[src/rtl/alu_pkg.sv]
`default_nettype none
// ============================================================================
// alu_pkg : opcodes, control-code type and FSM states shared by alu_mc
// Revision: 1.0
// ============================================================================
package alu_pkg;

  typedef logic [3:0] alucontrol_t;

  localparam alucontrol_t ALU_AND  = 4'b0000;
  localparam alucontrol_t ALU_OR   = 4'b0001;
  localparam alucontrol_t ALU_ADD  = 4'b0100;
  localparam alucontrol_t ALU_SUB  = 4'b1100;
  localparam alucontrol_t ALU_SLTU = 4'b1110;
  localparam alucontrol_t ALU_SLL  = 4'b0010;
  localparam alucontrol_t ALU_SRL  = 4'b0011;

  typedef enum logic [1:0] {
    IDLE  = 2'd0,
    SHIFT = 2'd1,
    DONE  = 2'd2
  } state_t;

endpackage
`default_nettype wire

[src/rtl/alu_mc_comb.sv]
`default_nettype none
// ============================================================================
// alu_mc_comb : single-cycle and/or/add/sub/sltu evaluation and illegal flag
// Revision: 1.0   (ALU_MC_SRL_EN makes 0011 a legal code)
// ============================================================================
module alu_mc_comb
  import alu_pkg::*;
#(
  parameter int WIDTH = 32
) (
  input  logic [3:0]       op,
  input  logic [WIDTH-1:0] a,
  input  logic [WIDTH-1:0] b,
  output logic [WIDTH-1:0] y,
  output logic             illegal
);

  always_comb begin
    y       = '0;
    illegal = 1'b0;
    case (op)
      ALU_AND:  y = a & b;
      ALU_OR:   y = a | b;
      ALU_ADD:  y = a + b;
      ALU_SUB:  y = a - b;
      ALU_SLTU: y = {{(WIDTH-1){1'b0}}, (a < b)};
      // Shift codes yield b here: the zero-amount result; nonzero amounts iterate
      ALU_SLL:  y = b;
`ifdef ALU_MC_SRL_EN
      ALU_SRL:  y = b;
`endif
      default:  illegal = 1'b1;
    endcase
  end

endmodule
`default_nettype wire

[src/rtl/alu_mc.sv]
`default_nettype none
// ============================================================================
// alu_mc : multi-cycle ALU, single-cycle logic/arith, bit-serial shifts,
//          start/ready/done handshake. Optional srl via ALU_MC_SRL_EN.
// Revision: 1.0
// ============================================================================
module alu_mc
  import alu_pkg::*;
#(
  parameter int WIDTH   = 32,
  parameter int SHAMT_W = 5
) (
  input  logic               clk,
  input  logic               reset,
  input  logic               start,
  input  logic [3:0]         alucontrol,
  input  logic [WIDTH-1:0]   a,
  input  logic [WIDTH-1:0]   b,
  input  logic [SHAMT_W-1:0] shamt,
  output logic               ready,
  output logic               busy,
  output logic               done,
  output logic [WIDTH-1:0]   result,
  output logic               zero,
  output logic               illegal
);

  state_t             state;
  state_t             state_nxt;
  logic [WIDTH-1:0]   work;
  logic [WIDTH-1:0]   work_step;
  logic [SHAMT_W-1:0] cnt;
  logic [WIDTH-1:0]   comb_y;
  logic               comb_illegal;
  logic               is_shift;
  logic               load_imm;
  logic               load_shift;
  logic               commit_shift;

  // Inputs are only consumed on the accepting edge, which is what latches them
  alu_mc_comb #(
    .WIDTH (WIDTH)
  ) u_comb (
    .op      (alucontrol),
    .a       (a),
    .b       (b),
    .y       (comb_y),
    .illegal (comb_illegal)
  );

`ifdef ALU_MC_SRL_EN
  logic dir_right;

  assign is_shift  = (alucontrol == ALU_SLL) || (alucontrol == ALU_SRL);
  assign work_step = dir_right ? (work >> 1) : (work << 1);

  always_ff @(posedge clk or negedge reset) begin
    if (!reset) begin
      dir_right <= 1'b0;
    end else if (load_shift) begin
      dir_right <= (alucontrol == ALU_SRL);
    end
  end
`else
  assign is_shift  = (alucontrol == ALU_SLL);
  assign work_step = work << 1;
`endif

  always_ff @(posedge clk or negedge reset) begin
    if (!reset) begin
      state <= IDLE;
    end else begin
      state <= state_nxt;
    end
  end

  always_comb begin
    state_nxt    = state;
    ready        = 1'b0;
    busy         = 1'b0;
    done         = 1'b0;
    load_imm     = 1'b0;
    load_shift   = 1'b0;
    commit_shift = 1'b0;
    case (state)
      IDLE: begin
        ready = 1'b1;
        if (start) begin
          if (is_shift && (shamt != '0)) begin
            load_shift = 1'b1;
            state_nxt  = SHIFT;
          end else begin
            load_imm  = 1'b1;
            state_nxt = DONE;
          end
        end
      end
      SHIFT: begin
        busy = 1'b1;
        if (cnt == SHAMT_W'(1)) begin
          commit_shift = 1'b1;
          state_nxt    = DONE;
        end
      end
      DONE: begin
        done      = 1'b1;
        state_nxt = IDLE;
      end
      default: state_nxt = IDLE;
    endcase
  end

  always_ff @(posedge clk or negedge reset) begin
    if (!reset) begin
      work    <= '0;
      cnt     <= '0;
      result  <= '0;
      zero    <= 1'b1;
      illegal <= 1'b0;
    end else begin
      if (load_shift) begin
        work <= b;
        cnt  <= shamt;
      end else if (busy) begin
        work <= work_step;
        cnt  <= cnt - SHAMT_W'(1);
      end

      // The final step is committed directly so done lands right after it
      if (load_imm) begin
        result  <= comb_y;
        zero    <= (comb_y == '0);
        illegal <= comb_illegal;
      end else if (commit_shift) begin
        result  <= work_step;
        zero    <= (work_step == '0);
        illegal <= 1'b0;
      end
    end
  end

endmodule
`default_nettype wire
[config.mk]
export PLATFORM = sky130hd
export DESIGN_NAME = alu_mc
export DESIGN_NICKNAME = d
export VERILOG_FILES = /design/src/rtl/alu_pkg.sv /design/src/rtl/alu_mc_comb.sv /design/src/rtl/alu_mc.sv
export SDC_FILE = /design/constraint.sdc
export NUM_CORES = 1
export LEC_CHECK = 0
export ABC_CLOCK_PERIOD_IN_PS = 2080
export CAP_MARGIN = 40
export CORE_MARGIN = 10
export CORE_UTILIZATION = 28
export CTS_BUF_LIST = sky130_fd_sc_hd__clkbuf_4 sky130_fd_sc_hd__clkbuf_8
export CTS_CLUSTER_SIZE = 24
export DETAILED_ROUTE_END_ITERATION = 8
export GPL_TIMING_DRIVEN = 0
export HOLD_SLACK_MARGIN = 0.12
export PLACE_DENSITY = 0.6
export SYNTH_ARGS = -nofsm -noshare
export SYNTH_HDL_FRONTEND = slang
export SYNTH_SLANG_ARGS = --single-unit
[constraint.sdc]
create_clock -name clk -period 2.08 [get_ports clk]
set_clock_uncertainty 0.15 [all_clocks]
set_input_delay 0.624 -clock clk [delete_from_list [all_inputs] [get_ports clk]]
set_output_delay 0.624 -clock clk [all_outputs]
set_load 0.01 [all_outputs]
## Yosys cells after proc, flatten, opt, wreduce, memory -nomap -nowiden

Index checks and enable logic that the tools add are counted.

- Flip-flop bits (word level): 72
- Bits in latches: 0
- Memory bits (writable): 0
- Memory bits (read-only): 0
- Input port bits: 76
- Logic and storage cells: 59
- Memories kept: 0

- Add/subtract/negate cells: 3
- Multiply operators: 0
- Div/mod/pow operators: 0
- Magnitude comparators: 1
- Equal/unequal tests: 10
- Shift operators: 0
- Muxes and demuxes: 27
- Bitwise logic cells: 2
- Reduce and logical (&&, ||, !) cells: 10

Operator list:

| operator | number |
|---|---|
| $pmux 32 s6 | 1 |
| $logic_not 32->1 | 2 |
| $mux 32 | 2 |
| $mux 31 | 2 |
| $add 32x32->32 | 1 |
| $and 32x32->32 | 1 |
| $lt 32x32->1 | 1 |
| $or 32x32->32 | 1 |
| $sub 32x32->32 | 1 |
| $mux 1 | 16 |
| $mux 5 | 2 |
| $eq 4x4->1 const B | 2 |
| $mux 2 | 3 |
| $reduce_or 6->1 | 1 |
| $eq 5x1->1 const B | 1 |
| $reduce_bool 5->1 | 1 |
| $sub 5x1->5 const B | 1 |
| $eq 4x1->1 const B | 1 |
| $eq 4x2->1 const B | 1 |
| $eq 4x3->1 const B | 1 |
| $logic_not 4->1 | 1 |
| $ne 2x2->1 const B | 2 |
| $pmux 2 s2 | 1 |
| $reduce_bool 2->1 | 2 |
| other kinds (5) | 5 |

## Depth between registers and ports, before layout

- Word-level depth: 6
- Depth in mapped cells: 14
- Depth with buffers taken out: 14

## By module

A second synthesis with hierarchy kept.

- Cell total of the unflattened synthesis: 1035
- Area, all modules: 8637.0 um^2

Modules (own cells, without submodules):

| module | instances | cells each | area an instance (um^2) | seq. area each (um^2) |
|---|---|---|---|---|
| alu_mc_comb | 1 | 744 | 4892.2 | 0.0 |
| alu_mc | 1 | 291 | 3744.8 | 1803.0 |

## Worst setup path after synthesis

OpenSTA, ideal clock, no wires.

- Path type: input-to-reg
- Start point: input a[0]
- End point: register zero
- Data arrival time: 3.753 ns
- Slack: -1.885 ns
- Stages on the path: 14
- Buffers on the path: 0
- Cell sequence: inv_1 -> ha_1 -> fa_1 -> o21ba_1 -> or4_4 -> a211oi_1 -> o21ai_0 -> a2111oi_0 -> o221ai_1 -> xnor2_1 -> a2111oi_0 -> nand4b_1 -> nor3_1 -> a41o_1

- Word-level cells in the longest chain between the ends: 4

RTL lines:

| what | line | source |
|---|---|---|
| from (decl) | alu_mc.sv:17 | `input logic [WIDTH-1:0] a,` |
| $sub 32x32->32 (tied with other cells) | alu_mc_comb.sv:25 | `ALU_SUB: y = a - b;` |
| $pmux 32 s6 (*) | alu_mc_comb.sv:21 | `case (op)` |
| $logic_not 32->1 (*) | alu_mc.sv:132 | `zero <= (comb_y == '0);` |
| $mux 1 (*) | alu_mc.sv:130 | `if (load_imm) begin` |
| to (signal assigned) | alu_mc.sv:132 |  |
| to (signal assigned) | alu_mc.sv:136 | `zero <= (work_step == '0);` |
| to (decl) | alu_mc.sv:24 | `output logic zero,` |

Every way passes the cells marked *; elsewhere a longest branch is shown, timed or not.
A chain may end at the register's enable or synchronous reset.

## Worst setup path after layout

Ends and elaborated chain as after synthesis.

==> key figures <==
Run status
  – Status: finished, violations left
  – Failing checks: negative setup slack

Worst setup path
  – CP max stage cell: or4_4
  – Worst path cell trace: buf_12, inv_12, ha_4, fa_2, o21ba_4, or4_4, buf_6, a211oi_4, nor3_4, nand3_2, o211ai_1, or4_1, nor4_2, nand4_1, nor4_2, a41o_1
  – Top cell by count, worst path: nor4_2
  – Worst Setup End Kind: register
  – CP max stage delay: 590 ps
  – Worst path required time: 2220 ps
  – CP max FO: 4
  – CP Buf/Inv Count: 3
  – Crit path kind: in -> reg
  – Critical Path Start Type: input pin
  – CP arrival: 4040 ps
  – CP top delay family: simple AND/OR/NAND/NOR gates

Detailed routing
  – Number of vias per cell: 5.745
  – Drt initial violations: approximately 880
  – Drt drc: 0
  – WL final: 43,840 um
  – Pre-Repair DR Iteration Count: 5
  – Post-route ant nets: 0
  – Routed len/inst: 23.08 um
  – Via count: approximately 11,000

Floorplanning
  – Die ar.: ~39,000 sq um
  – Core area: 31,470 sq um
  – Core Rows: 65
  – Die width: 198.3 um
  – Die H: 198.3 um
  – Initial core utilization: 28.29%
  – Number of I/O pins: ~110

STA
  – Fmax: ~260 MHz
  – Hold Worst Slack: 371.4 ps
  – Worst slew margin: 53.96%
  – Fin. Hold Viols: 0
  – Total negative slack: -54,030 ps
  – # setup viols final: between 70 and 80
  – Setup ws final: -1824 ps
  – Fin crit share: 187.7%
  – Worst Tran Pin Value: 690.5 ps
  – RSZ-0062 raised after global routing: true
  – Max Slew Vio Count: 0
  – Min Tclk post-route: approximately 3900 ps

Logic synthesis
  – Synthesized flop and latch total: 72
  – Syn Inst Count: about 1,200
  – Adder-cell area share of the yosys netlist: 15.35%
  – Share of the yosys chip area belonging to registers: 20.25%
  – Ys Warns: 0
  – Share of flip-flops with an asynchronous set or reset: 100.0%
  – Synth Net Count: 1,424
  – Post-synthesis mux area share: 1.799%
  – Netlist Area Pre-Place: slightly below 9000 sq um
  – Synth cell types: between 70 and 80
  – Largest family of logic cells by synthesized area: compound AO/OA/AOI/OAI gates
  – Simple-gate area share of the yosys netlist: 21.95%
  – Number of synthesized flops with an enable pin: 0
  – Compound-Gate Fraction of Synth Area: 30.30%
  – Synthesized area per cell: 7.180 sq um
  – Synth Area in XOR/XNOR: 1.771%
  – Main flop type after synthesis: dfrtp_1

Power and ir drop
  – Switching Share: 43.89%
  – Leakage: between 6 and 7 nW
  – Psw: 0.003306 W
  – Power density cells: around 540 nW/um^2
  – Pint: 0.004226 W
  – Combinational Power Share: 55.1%
  – Flop pwr share: a little over 30%
  – Clk pwr share: 13.7%
  – Peak supply drop: just over 0.0003 V
  – Final Total Pwr: ~0.0075 W

Job
  – Max cap viols: 0

Global route
  – Overflow after GRT: 0
  – First-pass GRT wire length: 65,100 um
  – Tot GR Track Use: 21.32%
  – Vias in the first global route: 10,810
  – Initial antenna violation count: 0
  – Largest net degree at the start of global routing: 66

Finish
  – Layout cells sized above 1: 34.94%
  – Ant. Diodes: 0
  – Final #Nets: around 1,700
  – Area Overhead vs Synth: 57.15%
  – # fillers: 3,113

Worst hold path
  – Hold WC Path Type: reg -> reg

Place
  – Gpl congestion: 0.9825
  – Post-DP HPWL: 32,980 um
  – Post-Place Setup Slack: -3204 ps
  – # port buffers: 110

Clock network
  – CTS H-tree depth: 3
  – Max Buffers Root-to-Sink: 2
  – TritonCTS Sinks: 72
  – Clock-pin slew on the worst setup and hold paths: 70 ps
  – CTS tree: done
  – Worst-skew pair later-pin latency: 360 ps
  – TritonCTS Buffers: 9
  – Clock root buffer: clkbuf_8
flip-flops by register name (all words and copies together), names as in the netlist:
name / cells
cnt: 5
result: 32
state: 2
illegal: 1
zero: 1
work: 31
area by class of cell:
| type | count | area (sq um) | share of cell area [%] |
|---|---|---|---|
| plain buffers | 63 | 576.8 | 4.122 |
| clock buffers | 12 | 158.9 | 1.136 |
| multi-input cells | 975 | 7974 | 56.99 |
| flip-flops and latches | 72 | 1804 | 12.89 |
| inverters | 118 | 528.0 | 3.774 |
| well taps | 402 | 503.0 | 3.595 |
| clock inverters | 3 | 17.52 | 0.1252 |
| repair buffers | 254 | 2430 | 17.37 |
timing repair:
action / in CTS / in global routing
hold endpoints to repair: 7 / 0
hold buffers: 1 / 0
setup endpoints to repair: 80 / 89
pin swaps: 114 / 76
gates cloned: 5 / 1
buffers inserted: 96 / 44
gates resized for setup: 528 / 148
synthesized netlist by cell type (all sizes together), types with 14 or more instances:
cell | n | area, sq um
mux2i | 16 | 160.2
nand4 | 17 | 106.4
nor2 | 116 | 435.4
buf | 27 | 141.4
nor2b | 15 | 93.84
nor4 | 19 | 118.9
nand3 | 20 | 105.1
o211ai | 14 | 105.1
inv | 118 | 442.9
nor3 | 28 | 140.1
o21ai | 82 | 410.4
nand2 | 161 | 604.3
xnor2 | 16 | 140.1
ha | 106 | 1326
clkbuf | 48 | 180.2
a211oi | 17 | 137.6
a21oi | 100 | 500.5
dfrtp | 71 | 1777
a22oi | 59 | 442.9
o22ai | 18 | 112.6
stage by stage:
stage	util, %	instance area, sq um	std cells
finish	44.46	13990	1899
CTS	42.21	13290	1864
global route	44.46	13990	1899
detailed placement	35.45	11160	1756
floorplan	-	9498	1240
global placement	35.27	11100	1752
worst paths after layout:
| kind | depth (start not counted) | slack (ps) | start | endpoint |
|---|---|---|---|---|
| max | 16 | -1820 | a[0] | zero |
| min | 1 | 370 | result[25] | result[25] |
| max reg2reg | 11 | -890 | state[0] | zero |
| min reg2reg | 1 | 370 | result[25] | result[25] |
| max in group asynchronous | 3 | 710 | reset | zero |
| min in group asynchronous | 2 | 490 | reset | work[24] |
power by group through the flow:
| stage | registers (W) | logic, W | clock network [W] |
|---|---|---|---|
| after floorplan | 0.00225 | 0.00191 | 0 |
| after global placement | 0.00233 | 0.00313 | 0 |
| after detailed placement | 0.00234 | 0.00318 | 0 |
| after CTS | 0.00233 | 0.00385 | 0.00102 |
| after global routing | 0.00240 | 0.00447 | 0.00110 |
| final | 0.00235 | 0.00415 | 0.00103 |
cells in the final DEF, fill, tap and decap left out, types with 16 or more instances in the layout:
master           instances
nand2_1                151
clkbuf_8                19
nor2_1                  98
a21oi_4                 16
buf_4                  120
a21oi_2                 23
dlygate4sd2_1           16
clkbuf_2                17
dfrtp_1                 70
inv_1                   78
clkdlybuf4s50_1         32
o22ai_1                 16
dlymetal6s2s_1          16
a21oi_1                 61
nand4_1                 17
nor3_1                  17
ha_1                    73
ha_4                    23
a22oi_1                 49
o21ai_1                 25
buf_6                   48
mux2i_1                 16
o21ai_0                 37
inv_2                   22
logic make-up after synthesis:
family | count (synthesis)
and+or+nand+nor | 426
AOI/OAI and AO/OA | 407
buffers and inverters | 193
muxes | 16
DFF | 72
adders and majority gates | 108
xor gates and xnor gates | 18
metal layers:
metal | vias up | wire length, um | track usage (%)
li1 | 4974 | - | -
met1 | 5304 | 18360 | 27.46
met2 | 526 | 20180 | 35.32
met3 | 105 | 3365 | 2.427
met4 | 0 | 1938 | 8.770
met5 | - | 0 | 0
(Power assumes the default switching activity.)
